[config.mk]
export PLATFORM = sky130hd
export DESIGN_NAME = fifo_read_mux
export DESIGN_NICKNAME = d
export VERILOG_FILES = /design/src/rtl/fifo_read_mux.sv
export SDC_FILE = /design/constraint.sdc
export NUM_CORES = 1
export LEC_CHECK = 0
export BUFFER_PORTS_ARGS = -buffer_cell sky130_fd_sc_hd__buf_2
export CAP_MARGIN = 20
export CORE_ASPECT_RATIO = 1.5
export CORE_MARGIN = 2
export CORE_UTILIZATION = 36
export DETAILED_ROUTE_END_ITERATION = 7
export SLEW_MARGIN = 20
export SYNTH_ARGS = -nofsm -noshare
export SYNTH_HDL_FRONTEND = slang
export SYNTH_SLANG_ARGS = --single-unit
[constraint.sdc]
create_clock -name BUS_CLK -period 4.8 [get_ports BUS_CLK]
set_input_delay 0 -clock BUS_CLK [delete_from_list [all_inputs] [get_ports BUS_CLK]]
set_output_delay 0 -clock BUS_CLK [all_outputs]
set_load 0.1 [all_outputs]
[src/rtl/fifo_read_mux.sv]
// Round-robin read multiplexer merging N first-word-fall-through source FIFOs into one registered word stream.
// Define FIFO_READ_MUX_BURST_EN to hold a grant for up to MAX_BURST words; otherwise the grant rotates every word.
module fifo_read_mux #(
    parameter int unsigned N_SRC     = 5,
    parameter int unsigned DSIZE     = 32,
    parameter int unsigned MAX_BURST = 16
) (
    input  logic                   BUS_CLK,
    input  logic                   BUS_RST,
    input  logic [N_SRC-1:0]       SRC_EMPTY,
    input  logic [N_SRC*DSIZE-1:0] SRC_DATA,
    output logic [N_SRC-1:0]       SRC_READ,
    input  logic                   FIFO_READ_NEXT,
    output logic                   FIFO_EMPTY,
    output logic [DSIZE-1:0]       FIFO_DATA,
    output logic [N_SRC-1:0]       GRANT,
    output logic                   READ_ERROR
);

    localparam int unsigned IW = (N_SRC > 1) ? $clog2(N_SRC) : 1;

    if (MAX_BURST < 1 || MAX_BURST > 255) begin : g_max_burst_range
        $error("MAX_BURST must be within 1..255");
    end

    typedef enum logic {
        IDLE,
        GRANTED
    } state_t;

    state_t         state;
    logic [IW-1:0]  last_idx;
    logic [IW-1:0]  grant_idx;
    logic [IW-1:0]  pick_idx;
    logic [IW-1:0]  cand_idx;
    logic           pick_found;
    logic           out_valid;
    logic           load;
    logic           src_avail;
    logic           src_read_any;
    logic           burst_done;
    logic [DSIZE-1:0] sel_word;

    assign load         = ~out_valid | FIFO_READ_NEXT;
    assign src_avail    = |(GRANT & ~SRC_EMPTY);
    assign src_read_any = (state == GRANTED) && load && src_avail;
    assign SRC_READ     = src_read_any ? (GRANT & ~SRC_EMPTY) : '0;
    assign FIFO_EMPTY   = ~out_valid;

    // Cyclic search starting one past the last served source
    always_comb begin
        pick_found = 1'b0;
        pick_idx   = '0;
        cand_idx   = '0;
        for (int unsigned k = 1; k <= N_SRC; k++) begin
            cand_idx = IW'((32'(last_idx) + k) % N_SRC);
            if (!pick_found && !SRC_EMPTY[cand_idx]) begin
                pick_found = 1'b1;
                pick_idx   = cand_idx;
            end
        end
    end

    always_comb begin
        sel_word = '0;
        for (int unsigned i = 0; i < N_SRC; i++) begin
            if (GRANT[i]) sel_word = SRC_DATA[i*DSIZE +: DSIZE];
        end
    end

`ifdef FIFO_READ_MUX_BURST_EN
    logic [7:0] burst_cnt;

    assign burst_done = (burst_cnt == 8'(MAX_BURST - 1));

    always_ff @(posedge BUS_CLK or posedge BUS_RST) begin
        if (BUS_RST)
            burst_cnt <= '0;
        else if (state == IDLE)
            burst_cnt <= '0;
        else if (src_read_any)
            burst_cnt <= burst_cnt + 8'd1;
    end
`else
    assign burst_done = 1'b1;
`endif

    always_ff @(posedge BUS_CLK or posedge BUS_RST) begin
        if (BUS_RST) begin
            state      <= IDLE;
            GRANT      <= '0;
            grant_idx  <= '0;
            last_idx   <= IW'(N_SRC - 1);
            out_valid  <= 1'b0;
            FIFO_DATA  <= '0;
            READ_ERROR <= 1'b0;
        end else begin
            READ_ERROR <= FIFO_READ_NEXT & ~out_valid;

            // A load in the same cycle as a pop keeps the register full
            if (src_read_any) begin
                FIFO_DATA <= sel_word;
                out_valid <= 1'b1;
            end else if (FIFO_READ_NEXT) begin
                out_valid <= 1'b0;
            end

            case (state)
                IDLE: begin
                    if (pick_found) begin
                        state     <= GRANTED;
                        grant_idx <= pick_idx;
                        GRANT     <= N_SRC'(1) << pick_idx;
                    end
                end
                GRANTED: begin
                    if ((load && !src_avail) || (src_read_any && burst_done)) begin
                        state    <= IDLE;
                        GRANT    <= '0;
                        last_idx <= grant_idx;
                    end
                end
                default: state <= IDLE;
            endcase
        end
    end

endmodule

==> results of run 1 <==
-- metrics by stage --
step	instances	util	instance area, um^2
3_3_place_gp	964	0.456	5870
2_1_floorplan	635	-	4730
4_1_cts	979	0.472	6090
6_report	984	0.476	6140
5_1_grt	983	0.476	6140
3_5_place_dp	964	0.456	5880
-- tightest hold or removal path: cells and delay by family --
kind	cells	cell delay (ns)
AO/OA/AOI/OAI	2	0.17
buffers and inverters	1	0.08
-- flip-flops by register name (all words and copies together), names as in the netlist --
signal / cells
FIFO_DATA: 32
READ_ERROR: 1
grant_idx: 3
out_valid: 1
GRANT: 5
state: 1
last_idx: 3
-- timing repair --
action,CTS,global route
endpoints found under the hold margin,40,0
endpoints found under the setup margin,0,7
hold buffers,7,0
setup buffers,0,2
resized for setup,0,3
-- cell families (layout without fill, tap and decap cells) --
family	count (synthesis)	after routing
buf+inv	73	261
other cells	0	2
xor+xnor	9	9
compound gates	253	253
flops	46	46
simple gates	207	207
mux	19	19
fa+ha+maj	28	28
-- cell usage in the layout, fill, tap and decap left out, drive strengths merged, types with 6 or more instances in the layout --
cell | Yosys | final
a21oi | 79 | 79
a221o | 32 | 32
buf | 11 | 225
clkbuf | 41 | 6
dfrtp | 45 | 45
dlygate4sd3 | 0 | 7
ha | 26 | 26
inv | 19 | 17
mux2i | 15 | 15
nand2 | 59 | 59
nand2b | 9 | 9
nor2 | 91 | 91
nor2b | 8 | 8
nor3 | 6 | 6
o21ai | 86 | 86
o22ai | 6 | 6
xnor2 | 8 | 8
-- metal layers --
metal  vias up  track usage
met3        33       0.0483
met4         2       0.0914
met5         -            0
met1      2501        0.279
li1       2694            -
met2       229        0.454
-- final timing paths --
path,to,cells past startpoint,slack [ns]
worst min register to register,READ_ERROR,1,0.46
worst max-delay path,GRANT[4],16,0.30
max in group asynchronous,GRANT[3],3,3.87
worst max register to register,GRANT[4],16,0.30
worst min-delay path,FIFO_DATA[25],3,-0.0002
min in group asynchronous,FIFO_DATA[17],3,0.37
-- area by class of cell --
| cell class | instances | area share |
|---|---|---|
| clock buffers | 6 | 0.0210 |
| repair buffers | 232 | 0.203 |
| multi-input cells | 516 | 0.539 |
| diodes | 2 | 0.000815 |
| well taps | 159 | 0.0324 |
| clock inverters | 2 | 0.00224 |
| flip-flops and latches | 46 | 0.188 |
| inverters | 21 | 0.0139 |
==> metrics.log, run 1 <==
INFO  metric highest_layer = met5
INFO  metric grt_pass1_wl = 27.8 mm
INFO  metric vias_per_cell = 5.55
INFO  metric worstPathArrival = 4.68 ns
INFO  metric synthXorXnorAreaFrac = 0.0206
INFO  metric maxCapViolCount = 0
INFO  metric synthesized_area_fraction_occupied_by_and_or_nand_nor_cells = 0.204
INFO  metric via_count = ~5500
INFO  metric area.sequential = roughly 0.0012 mm^2
INFO  metric dp_slack = 0.180 ns
INFO  metric finalSetupViolCount = 0
INFO  metric yosys-mux-area-fraction = 0.0468
INFO  metric ys_warnings = 0
INFO  metric timing.final.crit_period = 4.50 ns
INFO  metric ys_async_sr_fraction = 1.00
INFO  metric layout_worst_path_cycle_share = 0.937
INFO  metric crit_family = compound AO/OA/AOI/OAI gates
INFO  metric core_area = 0.0129 mm^2
INFO  metric number_of_flops_mapped_to_enable_cells_by_yosys = 0
INFO  metric failed_checks = negative hold slack
INFO  metric buffer_ports.inserted = 211
INFO  metric synth.most_common_cell = sky130_fd_sc_hd__nor2_1
INFO  metric timing.critical_path.slowest_stage_cell = sky130_fd_sc_hd__dfstp_2
INFO  metric startpoint_type = flop
INFO  metric drt-initial-drc-count = 255
INFO  metric drt_drc_violations_left = 0
INFO  metric fmaxAchievable = 0.222 GHz
INFO  metric seq_area_frac_synth = 0.243
INFO  metric final.hold.worst_slack = -0.000199 ns
INFO  metric synthCells = roughly 640
INFO  metric synth.top_cell.area_share = 0.238
INFO  metric synth.largest_area_cell = sky130_fd_sc_hd__dfrtp_1
INFO  metric cts.reportedPaths.clkPinSlew = 0.07 ns
INFO  metric run_status = finished, violations left
INFO  metric gr-total-overflow = 0
INFO  metric fillerInstances = 1327
INFO  metric tightest_slew = 0.874 ns
INFO  metric synth_seq_cells = between 40 and 50
INFO  metric numClockSinks = 46
INFO  metric num_rows = 51
INFO  metric worst-endpoint-required = between 4 and 5 ns
INFO  metric fin_skew = ~0.0058 ns
INFO  metric synthAdderAreaFrac = 0.0751
INFO  metric ys_top_cells_by_count = sky130_fd_sc_hd__nor2_1, sky130_fd_sc_hd__o21ai_0, sky130_fd_sc_hd__a21oi_1, sky130_fd_sc_hd__nand2_1, sky130_fd_sc_hd__dfrtp_1
INFO  metric clk-insertion-delay-late = 0.29 ns
INFO  metric dr_wl_met3 = ~1.3 mm
INFO  metric first_pass_iters = 5
INFO  metric synth.top_cells.by_area = sky130_fd_sc_hd__dfrtp_1, sky130_fd_sc_hd__o21ai_0, sky130_fd_sc_hd__a21oi_1, sky130_fd_sc_hd__nor2_1, sky130_fd_sc_hd__ha_1
INFO  metric grt_start_max_net_pins = 68
INFO  metric wl = 17.5 mm
INFO  metric setup_total_negative_slack = 0 ns
INFO  metric path_cells = inv_1 > ha_1 > o21ai_0 > nand2_1 > xnor2_1 > ha_1 > fa_1 > nand3_1 > a21o_1 > a32o_1 > a31o_2 > mux2i_1 > a21oi_1 > a211oi_1 > and2b_1 > a32o_1
INFO  metric gp_congestion = 1.02
INFO  metric tritoncts = built
INFO  metric path_buf_inv = 1
INFO  metric slowest_delay = 0.68 ns
INFO  metric wl_met1 = 6.85 mm
INFO  metric grt_antenna_before_repair = 2
INFO  metric die_h = 144 um
INFO  metric start_util = 0.367
INFO  metric wire_per_inst = 17.8 um
INFO  metric hold_path_startpoint = SRC_DATA[153]
INFO  metric multi_input_comb_area = 0.00331 mm^2
INFO  metric worst_path_max_fanout = 11
INFO  metric timing.rr.start = last_idx[2]
INFO  metric floorplan.die.width = 97.6 um
INFO  metric category_of_the_worst_setup_path_capture_point = flop
INFO  metric place.detailed.hpwl = around 14 mm
INFO  metric netlist_area = 0.00473 mm^2
INFO  metric max_slew_margin = 0.416
INFO  metric finalNetCount = 1017
INFO  metric synth-compound-area-share = 0.348
INFO  metric fp.dieArea = 0.0141 mm^2
INFO  metric cts_max_path_buffers = 2
INFO  metric htree_num_levels = 2
INFO  metric path_class = reg2reg
INFO  metric clk_root_buffer_cell = sky130_fd_sc_hd__clkbuf_16
INFO  metric final_antenna_net_count = 0
INFO  metric area_delta_synth_final = 29.7%
INFO  metric net_count_after_synthesis = between 800 and 900
INFO  metric gr-usage-all-layers = 0.246
INFO  metric timing_max_transition_violations_final = 0
INFO  metric synth_top_family_by_area = compound AO/OA/AOI/OAI gates
INFO  metric wl_met2 = 8.83 mm
INFO  metric hold_viol_final = 1
INFO  metric setup_repair_after_global_routing_missed_its_margin = no
INFO  metric top_level_ports = 212
INFO  metric ys_types = 78
INFO  metric first_global_vias = 5415
INFO  metric syn-mean-instance-area = 7.46 um^2
INFO  metric crit_start = last_idx[2]
INFO  metric worstHoldPathType = in2reg
INFO  metric layout_setup_ws = 0.304 ns
INFO  metric post_route_cells_drive_above_1_share = 0.322
INFO  metric synthFlopType = sky130_fd_sc_hd__dfrtp_1
INFO  metric clock_buffers_created_by_tritoncts = 5
Power of run 1 is not shown: default switching activity piles up to over one toggle a cycle in this logic, so the estimate is an artifact.
==> run 2, diff against run 1 <==
- ABC_AREA: unset -> 1
==> run 2 against run 1 <==
- the flow now finishes without violations
- critical path depth increased by 5
- core utilization increased by 0.15 points
- routed wire length decreased by 8.6%
- first-iteration DRC count decreased by 19%
- non-clock buffer count decreased by 4
- maximum frequency increased by 12%
- sequential share of layout area increased by 0.68 points
- flip-flop and latch count unchanged
- global-route usage decreased by 0.53 points
- final area decreased by 3.6%
- synthesized cell count increased by 8.2%
- critical endpoint unchanged
==> metrics.log, run 2 <==
INFO  metric run_status = complete, no violations (was finished, violations left)
INFO  metric netlist_area = 0.00453 mm^2 (was 0.00473 mm^2)
INFO  metric crit_family = simple AND/OR/NAND/NOR gates (was compound AO/OA/AOI/OAI gates)
INFO  metric r2r_cells = 21 (was 16)
INFO  metric path_cells = inv_1 > ha_1 > inv_1 > nor2_1 > o21ai_1 > o21ai_0 > inv_1 > ha_1 > or2_2 > nand3_2 > nand2_2 > o21ai_4 > nand3_1 > o21ai_2 > nand3_4 > nor2_4 > nand3_1 > nand3_2 > nor2_1 > nand2_1 > nand2_1 (was inv_1 > ha_1 > o21ai_0 > nand2_1 > xnor2_1 > ha_1 > fa_1 > nand3_1 > a21o_1 > a32o_1 > a31o_2 > mux2i_1 > a21oi_1 > a211oi_1 > and2b_1 > a32o_1)
INFO  metric finalSetupViolCount = 0 (unchanged)
INFO  metric clk_root_buffer_cell = sky130_fd_sc_hd__clkbuf_16 (unchanged)
INFO  metric timing.critical_path.slowest_stage_cell = sky130_fd_sc_hd__ha_1 (was sky130_fd_sc_hd__dfstp_2)
INFO  metric ys_async_sr_fraction = 1.00 (unchanged)
INFO  metric via_count = 5225 (was 5459)
INFO  metric synthCells = 687 (was 635)
INFO  metric vias_per_cell = 5.02 (was 5.55)
INFO  metric synthesized_area_fraction_occupied_by_and_or_nand_nor_cells = 0.321 (was 0.204)
INFO  metric floorplan.die.width = 95.6 um (was 97.6 um)
INFO  metric final_core_util = 0.478 (was 0.476)
INFO  metric maxCapViolCount = 0 (unchanged)
INFO  metric synthAdderAreaFrac = 0.0763 (was 0.0751)
INFO  metric ys_top_cells_by_count = sky130_fd_sc_hd__nand2_1, sky130_fd_sc_hd__a21oi_1, sky130_fd_sc_hd__o21ai_0, sky130_fd_sc_hd__dfrtp_1, sky130_fd_sc_hd__inv_1 (was sky130_fd_sc_hd__nor2_1, sky130_fd_sc_hd__o21ai_0, sky130_fd_sc_hd__a21oi_1, sky130_fd_sc_hd__nand2_1, sky130_fd_sc_hd__dfrtp_1)
INFO  metric num_rows = 50 (was 51)
INFO  metric cts_max_path_buffers = 2 (unchanged)
INFO  metric timing.final.crit_period = 4.03 ns (was 4.50 ns)
INFO  metric final.hold.worst_slack = 0.000700 ns (was -0.000199 ns)
INFO  metric worstPathArrival = 4.21 ns (was 4.68 ns)
INFO  metric critical_path.reg2reg.endpoint = GRANT[4] (unchanged)
INFO  metric hold_path_startpoint = SRC_DATA[133] (was SRC_DATA[153])
INFO  metric ys_warnings = 0 (unchanged)
INFO  metric synthXorXnorAreaFrac = 0.0133 (was 0.0206)
INFO  metric fin_skew = 0.00560 ns (was 0.00584 ns)
INFO  metric post-cts-setup-buffer-count = 0 (unchanged)
INFO  metric tritoncts = built (unchanged)
INFO  metric die_h = 141 um (was 144 um)
INFO  metric ys_types = 45 (was 78)
INFO  metric wire_per_inst = 15.4 um (was 17.8 um)
INFO  metric postCtsResizedCells = 0 (unchanged)
INFO  metric hold_viol_final = 0 (was 1)
INFO  metric clock_buffers_created_by_tritoncts = 5 (unchanged)
INFO  metric max_slew_margin = 0.308 (was 0.416)
INFO  metric number_of_flops_mapped_to_enable_cells_by_yosys = 0 (unchanged)
INFO  metric timing_max_transition_violations_final = 0 (unchanged)
INFO  metric setup_repair_after_global_routing_missed_its_margin = no (unchanged)
INFO  metric cts.reportedPaths.clkPinSlew = 0.07 ns (about the same)
INFO  metric fillerInstances = 1324 (was 1327)
INFO  metric layout_worst_path_cycle_share = 0.839 (was 0.937)
INFO  metric startpoint_type = flop (unchanged)
INFO  metric yosys-mux-area-fraction = 0 (was 0.0468)
INFO  metric place.detailed.hpwl = 12.4 mm (was 13.9 mm)
INFO  metric grt_antenna_before_repair = 3 (was 2)
INFO  metric synth.top_cell.area_share = 0.249 (was 0.238)
INFO  metric synth-compound-area-share = 0.256 (was 0.348)
INFO  metric largest_reg_flops = 32 (unchanged)
INFO  metric synth.top_cells.by_area = sky130_fd_sc_hd__dfrtp_1, sky130_fd_sc_hd__nand2_1, sky130_fd_sc_hd__a21oi_1, sky130_fd_sc_hd__o21ai_0, sky130_fd_sc_hd__ha_1 (was sky130_fd_sc_hd__dfrtp_1, sky130_fd_sc_hd__o21ai_0, sky130_fd_sc_hd__a21oi_1, sky130_fd_sc_hd__nor2_1, sky130_fd_sc_hd__ha_1)
INFO  metric count_of_placed_standard_cells_including_taps = 1022 (was 964)
INFO  metric finalNonFillerCells = 1041 (was 984)
INFO  metric syn-mean-instance-area = 6.59 um^2 (was 7.46 um^2)
INFO  metric worst-endpoint-required = 4.98 ns (about the same)
INFO  metric area_delta_synth_final = 30.7% (was 29.7%)
INFO  metric timing.rr.start = last_idx[1] (was last_idx[2])
INFO  metric cp_common_cell = sky130_fd_sc_hd__inv_1
INFO  metric fmaxAchievable = 0.248 GHz (was 0.222 GHz)
INFO  metric timing.hold.worst_path_depth = 3 (unchanged)
INFO  metric numClockSinks = 46 (unchanged)
INFO  metric layout_common_cells = sky130_fd_sc_hd__nand2_1, sky130_fd_sc_hd__buf_2, sky130_fd_sc_hd__a21oi_1, sky130_fd_sc_hd__o21ai_0, sky130_fd_sc_hd__dfrtp_1 (was sky130_fd_sc_hd__buf_2, sky130_fd_sc_hd__nor2_1, sky130_fd_sc_hd__o21ai_0, sky130_fd_sc_hd__a21oi_1, sky130_fd_sc_hd__nand2_1)
INFO  metric top_level_ports = 212 (unchanged)
INFO  metric largest_registers = FIFO_DATA (32), GRANT (5) (unchanged)
INFO  metric worstHoldPathType = in2reg (unchanged)
INFO  metric gp_congestion = 0.895 (was 1.02)
INFO  metric buffer_ports.inserted = 211 (unchanged)
INFO  metric start_util = 0.365 (was 0.367)
INFO  metric path_class = reg2reg (unchanged)
INFO  metric wl = 16.0 mm (was 17.5 mm)
INFO  metric path_buf_inv = 3 (was 1)
INFO  metric category_of_the_worst_setup_path_capture_point = flop (unchanged)
INFO  metric core_area = 0.0124 mm^2 (was 0.0129 mm^2)
INFO  metric clk-insertion-delay-late = 0.29 ns (about the same)
INFO  metric synthFlopType = sky130_fd_sc_hd__dfrtp_1 (unchanged)
INFO  metric worst_path_max_fanout = 9 (was 11)
INFO  metric r2r_setup_slack = 0.77 ns (was 0.30 ns)
INFO  metric setup_total_negative_slack = 0 ns (unchanged)
INFO  metric grt_start_max_net_pins = 69 (was 68)
INFO  metric mostFrequentLayoutCell = sky130_fd_sc_hd__nand2_1 (was sky130_fd_sc_hd__buf_2)
INFO  metric first_global_vias = 4998 (was 5415)
INFO  metric synth.most_common_cell = sky130_fd_sc_hd__nand2_1 (was sky130_fd_sc_hd__nor2_1)
INFO  metric drt-initial-drc-count = 206 (was 255)
INFO  metric net_count_after_synthesis = 882 (was 830)
INFO  metric final_antenna_net_count = 0 (unchanged)
INFO  metric post_route_cells_drive_above_1_share = 0.324 (was 0.322)
INFO  metric finalNetCount = 1077 (was 1017)
INFO  metric grt_pass1_wl = 25.2 mm (was 27.8 mm)
INFO  metric synth_top_family_by_area = simple AND/OR/NAND/NOR gates (was compound AO/OA/AOI/OAI gates)
INFO  metric first_pass_iters = 4 (was 5)
INFO  metric seq_area_frac_synth = 0.255 (was 0.243)
INFO  metric htree_num_levels = 2 (unchanged)
INFO  metric regMostFlops = FIFO_DATA (unchanged)
INFO  metric drt_drc_violations_left = 0 (unchanged)
INFO  metric synth.largest_area_cell = sky130_fd_sc_hd__dfrtp_1 (unchanged)
INFO  metric hold-path-endpoint = FIFO_DATA[5] (was FIFO_DATA[25])
INFO  metric tightest_slew = 1.03 ns (was 0.874 ns)
INFO  metric gr-usage-all-layers = 0.240 (was 0.246)
INFO  metric gr-total-overflow = 0 (unchanged)
INFO  metric synth_seq_cells = 46 (unchanged)
INFO  metric fp.dieArea = 0.0135 mm^2 (was 0.0141 mm^2)
INFO  metric slowest_delay = 0.53 ns (was 0.68 ns)
==> run 2: worst reg2reg max path, delay by kind of cell, from the launching register on <==
family,cells,cell delay (ns)
buffers and inverters,3,0.55
AO/OA/AOI/OAI,4,0.74
flip-flops,1,0.45
AND/OR/NAND/NOR,12,1.46
adder cells (fa/ha/maj),2,0.74
==> run 2: per-layer routing <==
layer	vias up	routed length [um]	track usage	share of wire
li1	2689	-	-	-
met4	2	492	0.0820	0.031
met1	2313	6400	0.295	0.40
met3	32	1130	0.0505	0.071
met5	-	13	0	0.00081
met2	189	7970	0.411	0.50
==> run 2: kinds of logic (layout without fill, tap and decap cells) <==
group | Yosys count | after routing
buf+inv | 92 | 288
fa+ha+maj | 27 | 27
flops | 46 | 46
compound gates | 199 | 199
other cells | 0 | 2
simple gates | 317 | 317
xor+xnor | 6 | 6
==> run 2: repair_timing <==
action	4_1_cts	5_1_grt
hold buffers	8	1
endpoints found under the hold margin	8	45
endpoints found under the setup margin	0	0
==> run 2: area by class of cell <==
class                      count  area, um^2  share of cell area
tap                          156         195              0.0330
clock inverter                 2        13.8             0.00233
timing repair buffer         228        1210               0.204
clock buffer                   6         129              0.0218
antenna                        2        5.00            0.000846
multi-input combinational    549        3020               0.510
sequential                    46        1150               0.195
inverter                      52         196              0.0332
==> run 2: worst max path at each step <==
stage	start	depth (start not counted)	slack [ns]	end
floorplan	last_idx[0]	22	0.95	GRANT[4]
global placement	last_idx[0]	25	0.90	GRANT[1]
detailed placement	last_idx[1]	21	0.79	GRANT[4]
CTS	last_idx[1]	21	0.79	GRANT[4]
global route	last_idx[1]	21	0.39	GRANT[0]
finish	last_idx[1]	21	0.77	GRANT[4]
==> run 2: per-stage QoR <==
step,instance area (um^2),setup WS (ns)
2_1_floorplan,4530,0.949
3_3_place_gp,5680,0.902
4_1_cts,5900,0.787
3_5_place_dp,5680,0.788
6_report,5920,0.774
5_1_grt,5920,0.386
Power of run 2 is left out for the same reason.
==> run 3, diff against run 2 <==
- PLACE_DENSITY: unset -> 0.67
- clock period: 4.8 -> 3.3 ns (I/O delays scaled with it)
==> run 3 against run 2 <==
- the flow now finishes with violations (negative setup slack)
- count of clock-buffer cells in the layout shrank 1
- highest routed layer is now met4
- worst hold slack gained 0.0040 ns
- critical path type unchanged
- maximum frequency grew 13%
==> metrics.log, run 3 (same netlist as run 2, synthesis figures left out) <==
INFO  metric timing_max_transition_violations_final = 0 (unchanged)
INFO  metric clk_root_buffer_cell = sky130_fd_sc_hd__clkbuf_16 (unchanged)
INFO  metric area_delta_synth_final = 50.1% (was 30.7%)
INFO  metric numClockSinks = 46 (unchanged)
INFO  metric maxCapViolCount = 0 (unchanged)
INFO  metric startpoint_type = flop (unchanged)
INFO  metric worstHoldPathType = in2reg (unchanged)
INFO  metric mostFrequentLayoutCell = sky130_fd_sc_hd__buf_2 (was sky130_fd_sc_hd__nand2_1)
INFO  metric drt-initial-drc-count = 186 (was 206)
INFO  metric run_status = finished, violations left (was complete, no violations)
INFO  metric floorplan.die.width = 95.6 um (unchanged)
INFO  metric gp_congestion = 0.861 (was 0.895)
INFO  metric multi_input_comb_area = 0.00344 mm^2 (was 0.00302 mm^2)
INFO  metric top_level_ports = 212 (unchanged)
INFO  metric core_area = 0.0124 mm^2 (unchanged)
INFO  metric tightest_slew = 0.827 ns (was 1.03 ns)
INFO  metric failed_checks = negative setup slack
INFO  metric die_h = 141 um (unchanged)
INFO  metric via_count = 5448 (was 5225)
INFO  metric timing.rr.start = last_idx[2] (was last_idx[1])
INFO  metric first_global_vias = 5198 (was 4998)
INFO  metric fmaxAchievable = 0.281 GHz (was 0.248 GHz)
INFO  metric category_of_the_worst_setup_path_capture_point = flop (unchanged)
INFO  metric fillerInstances = 1222 (was 1324)
INFO  metric regMostFlops = FIFO_DATA (unchanged)
INFO  metric timing.final.crit_period = 3.56 ns (was 4.03 ns)
INFO  metric count_of_placed_standard_cells_including_taps = 1049 (was 1022)
INFO  metric layout_setup_ws = -0.263 ns (was 0.774 ns)
INFO  metric buffer_ports.inserted = 211 (unchanged)
INFO  metric tritoncts = built (unchanged)
INFO  metric path_class = reg2reg (unchanged)
INFO  metric largest_reg_flops = 32 (unchanged)
INFO  metric insertedDiodeCount = 0 (was 2)
INFO  metric place.detailed.hpwl = 11.9 mm (was 12.4 mm)
INFO  metric grt_antenna_before_repair = 0 (was 3)
INFO  metric drt_drc_violations_left = 0 (unchanged)
INFO  metric worstPathArrival = 3.74 ns (was 4.21 ns)
INFO  metric setup_total_negative_slack = -2.08 ns (was 0 ns)
INFO  metric gr-total-overflow = 0 (unchanged)
INFO  metric wire_per_inst = 14.7 um (was 15.4 um)
INFO  metric max_slew_margin = 0.448 (was 0.308)
INFO  metric hold_path_startpoint = SRC_DATA[139] (was SRC_DATA[133])
INFO  metric final_antenna_net_count = 0 (unchanged)
INFO  metric finalNonFillerCells = 1091 (was 1041)
INFO  metric grt_pass1_wl = 24.7 mm (was 25.2 mm)
INFO  metric gr-usage-all-layers = 0.230 (was 0.240)
INFO  metric fin_skew = 0.00638 ns (was 0.00560 ns)
INFO  metric post_route_cells_drive_above_1_share = 0.441 (was 0.324)
INFO  metric worst-endpoint-required = 3.48 ns (was 4.98 ns)
INFO  metric layout_worst_path_cycle_share = 1.08 (was 0.839)
INFO  metric setup_repair_after_global_routing_missed_its_margin = yes (was no)
INFO  metric crit_start = last_idx[2] (was last_idx[1])
INFO  metric start_util = 0.365 (unchanged)
INFO  metric clk-insertion-delay-late = 0.29 ns (about the same)
INFO  metric largest_registers = FIFO_DATA (32), GRANT (5) (unchanged)
INFO  metric wl = 16.0 mm (about the same)
INFO  metric htree_num_levels = 2 (unchanged)
INFO  metric finalNetCount = 1129 (was 1077)
INFO  metric finalSetupViolCount = 9 (was 0)
INFO  metric layout_common_cells = sky130_fd_sc_hd__buf_2, sky130_fd_sc_hd__nand2_1, sky130_fd_sc_hd__o21ai_0, sky130_fd_sc_hd__a21oi_1, sky130_fd_sc_hd__buf_4 (was sky130_fd_sc_hd__nand2_1, sky130_fd_sc_hd__buf_2, sky130_fd_sc_hd__a21oi_1, sky130_fd_sc_hd__o21ai_0, sky130_fd_sc_hd__dfrtp_1)
INFO  metric num_rows = 50 (unchanged)
INFO  metric grt_start_max_net_pins = 67 (was 69)
INFO  metric fp.dieArea = 0.0135 mm^2 (unchanged)
INFO  metric hold_viol_final = 0 (unchanged)
INFO  metric cts_max_path_buffers = 2 (unchanged)
INFO  metric cts.reportedPaths.clkPinSlew = 0.07 ns (about the same)
INFO  metric clock_buffers_created_by_tritoncts = 5 (unchanged)
INFO  metric area.sequential = 0.00116 mm^2 (was 0.00115 mm^2)
INFO  metric vias_per_cell = 4.99 (was 5.02)
INFO  metric first_pass_iters = 4 (unchanged)
INFO  metric worst_path_max_fanout = 6 (was 9)
## run 3: changes by cell type in the layout (fill, tap and decap cells not counted), sizes merged
| cell | delta |
|---|---|
| bufinv | +1 |
| dlygate4sd3 | +5 |
| buf | +47 |
| clkinv | -3 |
| diode | -2 |
| clkinvlp | +1 |
| inv | +2 |
| clkbuf | -1 |
## run 3: cell type report
class	count	share of cell area
inverter	52	0.0308
multi-input combinational	549	0.506
timing repair buffer	280	0.238
sequential	46	0.170
clock inverter	3	0.00718
tap	156	0.0287
clock buffer	5	0.0184
## run 3: worst paths after layout
check                                 to  slack [ns]  cells past startpoint
hold reg to reg               READ_ERROR        0.46                      1
hold / removal             FIFO_DATA[11]       0.005                      3
max in group asynchronous    last_idx[0]        2.35                      3
setup / recovery                GRANT[3]       -0.26                     24
min in group asynchronous  FIFO_DATA[29]        0.40                      3
setup reg to reg                GRANT[3]       -0.26                     24
## run 3: timing repair
| item | 4_1_cts | 5_1_grt |
|---|---|---|
| pin swaps | 29 | 47 |
| hold buffers | 14 | 0 |
| buffers inserted | 6 | 15 |
| endpoints found under the hold margin | 59 | 0 |
| resized for setup | 21 | 65 |
| endpoints found under the setup margin | 9 | 9 |
## run 3: worst max-delay path, cell delays in order (launching register included)
cell	delay, ns
sky130_fd_sc_hd__dfstp_2	0.58
sky130_fd_sc_hd__inv_4	0.06
sky130_fd_sc_hd__ha_4	0.23
sky130_fd_sc_hd__nor2_4	0.10
sky130_fd_sc_hd__nor2_2	0.04
sky130_fd_sc_hd__a21oi_2	0.19
sky130_fd_sc_hd__xor2_2	0.18
sky130_fd_sc_hd__ha_2	0.20
sky130_fd_sc_hd__fa_2	0.22
sky130_fd_sc_hd__nand2_4	0.07
sky130_fd_sc_hd__a21oi_4	0.16
sky130_fd_sc_hd__inv_2	0.06
sky130_fd_sc_hd__nand2_2	0.08
sky130_fd_sc_hd__nand2_4	0.08
sky130_fd_sc_hd__buf_6	0.12
sky130_fd_sc_hd__nor3_4	0.21
sky130_fd_sc_hd__buf_4	0.16
sky130_fd_sc_hd__a21oi_4	0.04
sky130_fd_sc_hd__nand3_1	0.08
sky130_fd_sc_hd__nand2_1	0.07
sky130_fd_sc_hd__nor2_2	0.17
sky130_fd_sc_hd__nand3_4	0.12
sky130_fd_sc_hd__buf_4	0.15
sky130_fd_sc_hd__nand3_2	0.06
sky130_fd_sc_hd__nand2_1	0.04
## run 3: metrics by stage
| step | util | setup WS (ns) | hold slack, ns | instance area (um^2) |
|---|---|---|---|---|
| floorplan | - | -0.0166 | 0.122 | 4640 |
| global placement | 0.483 | -0.0111 | 0.234 | 5990 |
| detailed placement | 0.483 | -0.0994 | 0.245 | 5990 |
| CTS | 0.519 | -0.0932 | 0.00161 | 6430 |
| global route | 0.548 | -0.374 | 0.00635 | 6790 |
| finish | 0.548 | -0.263 | 0.00468 | 6790 |
## run 3: per-layer routing
layer,part of all wire,global-route usage,vias to the layer above
li1,-,-,2777
met2,0.54,0.425,182
met3,0.054,0.0351,23
met4,0.017,0.0496,0
met1,0.39,0.273,2466
met5,0,0,-
Power of run 3 is left out for the same reason.
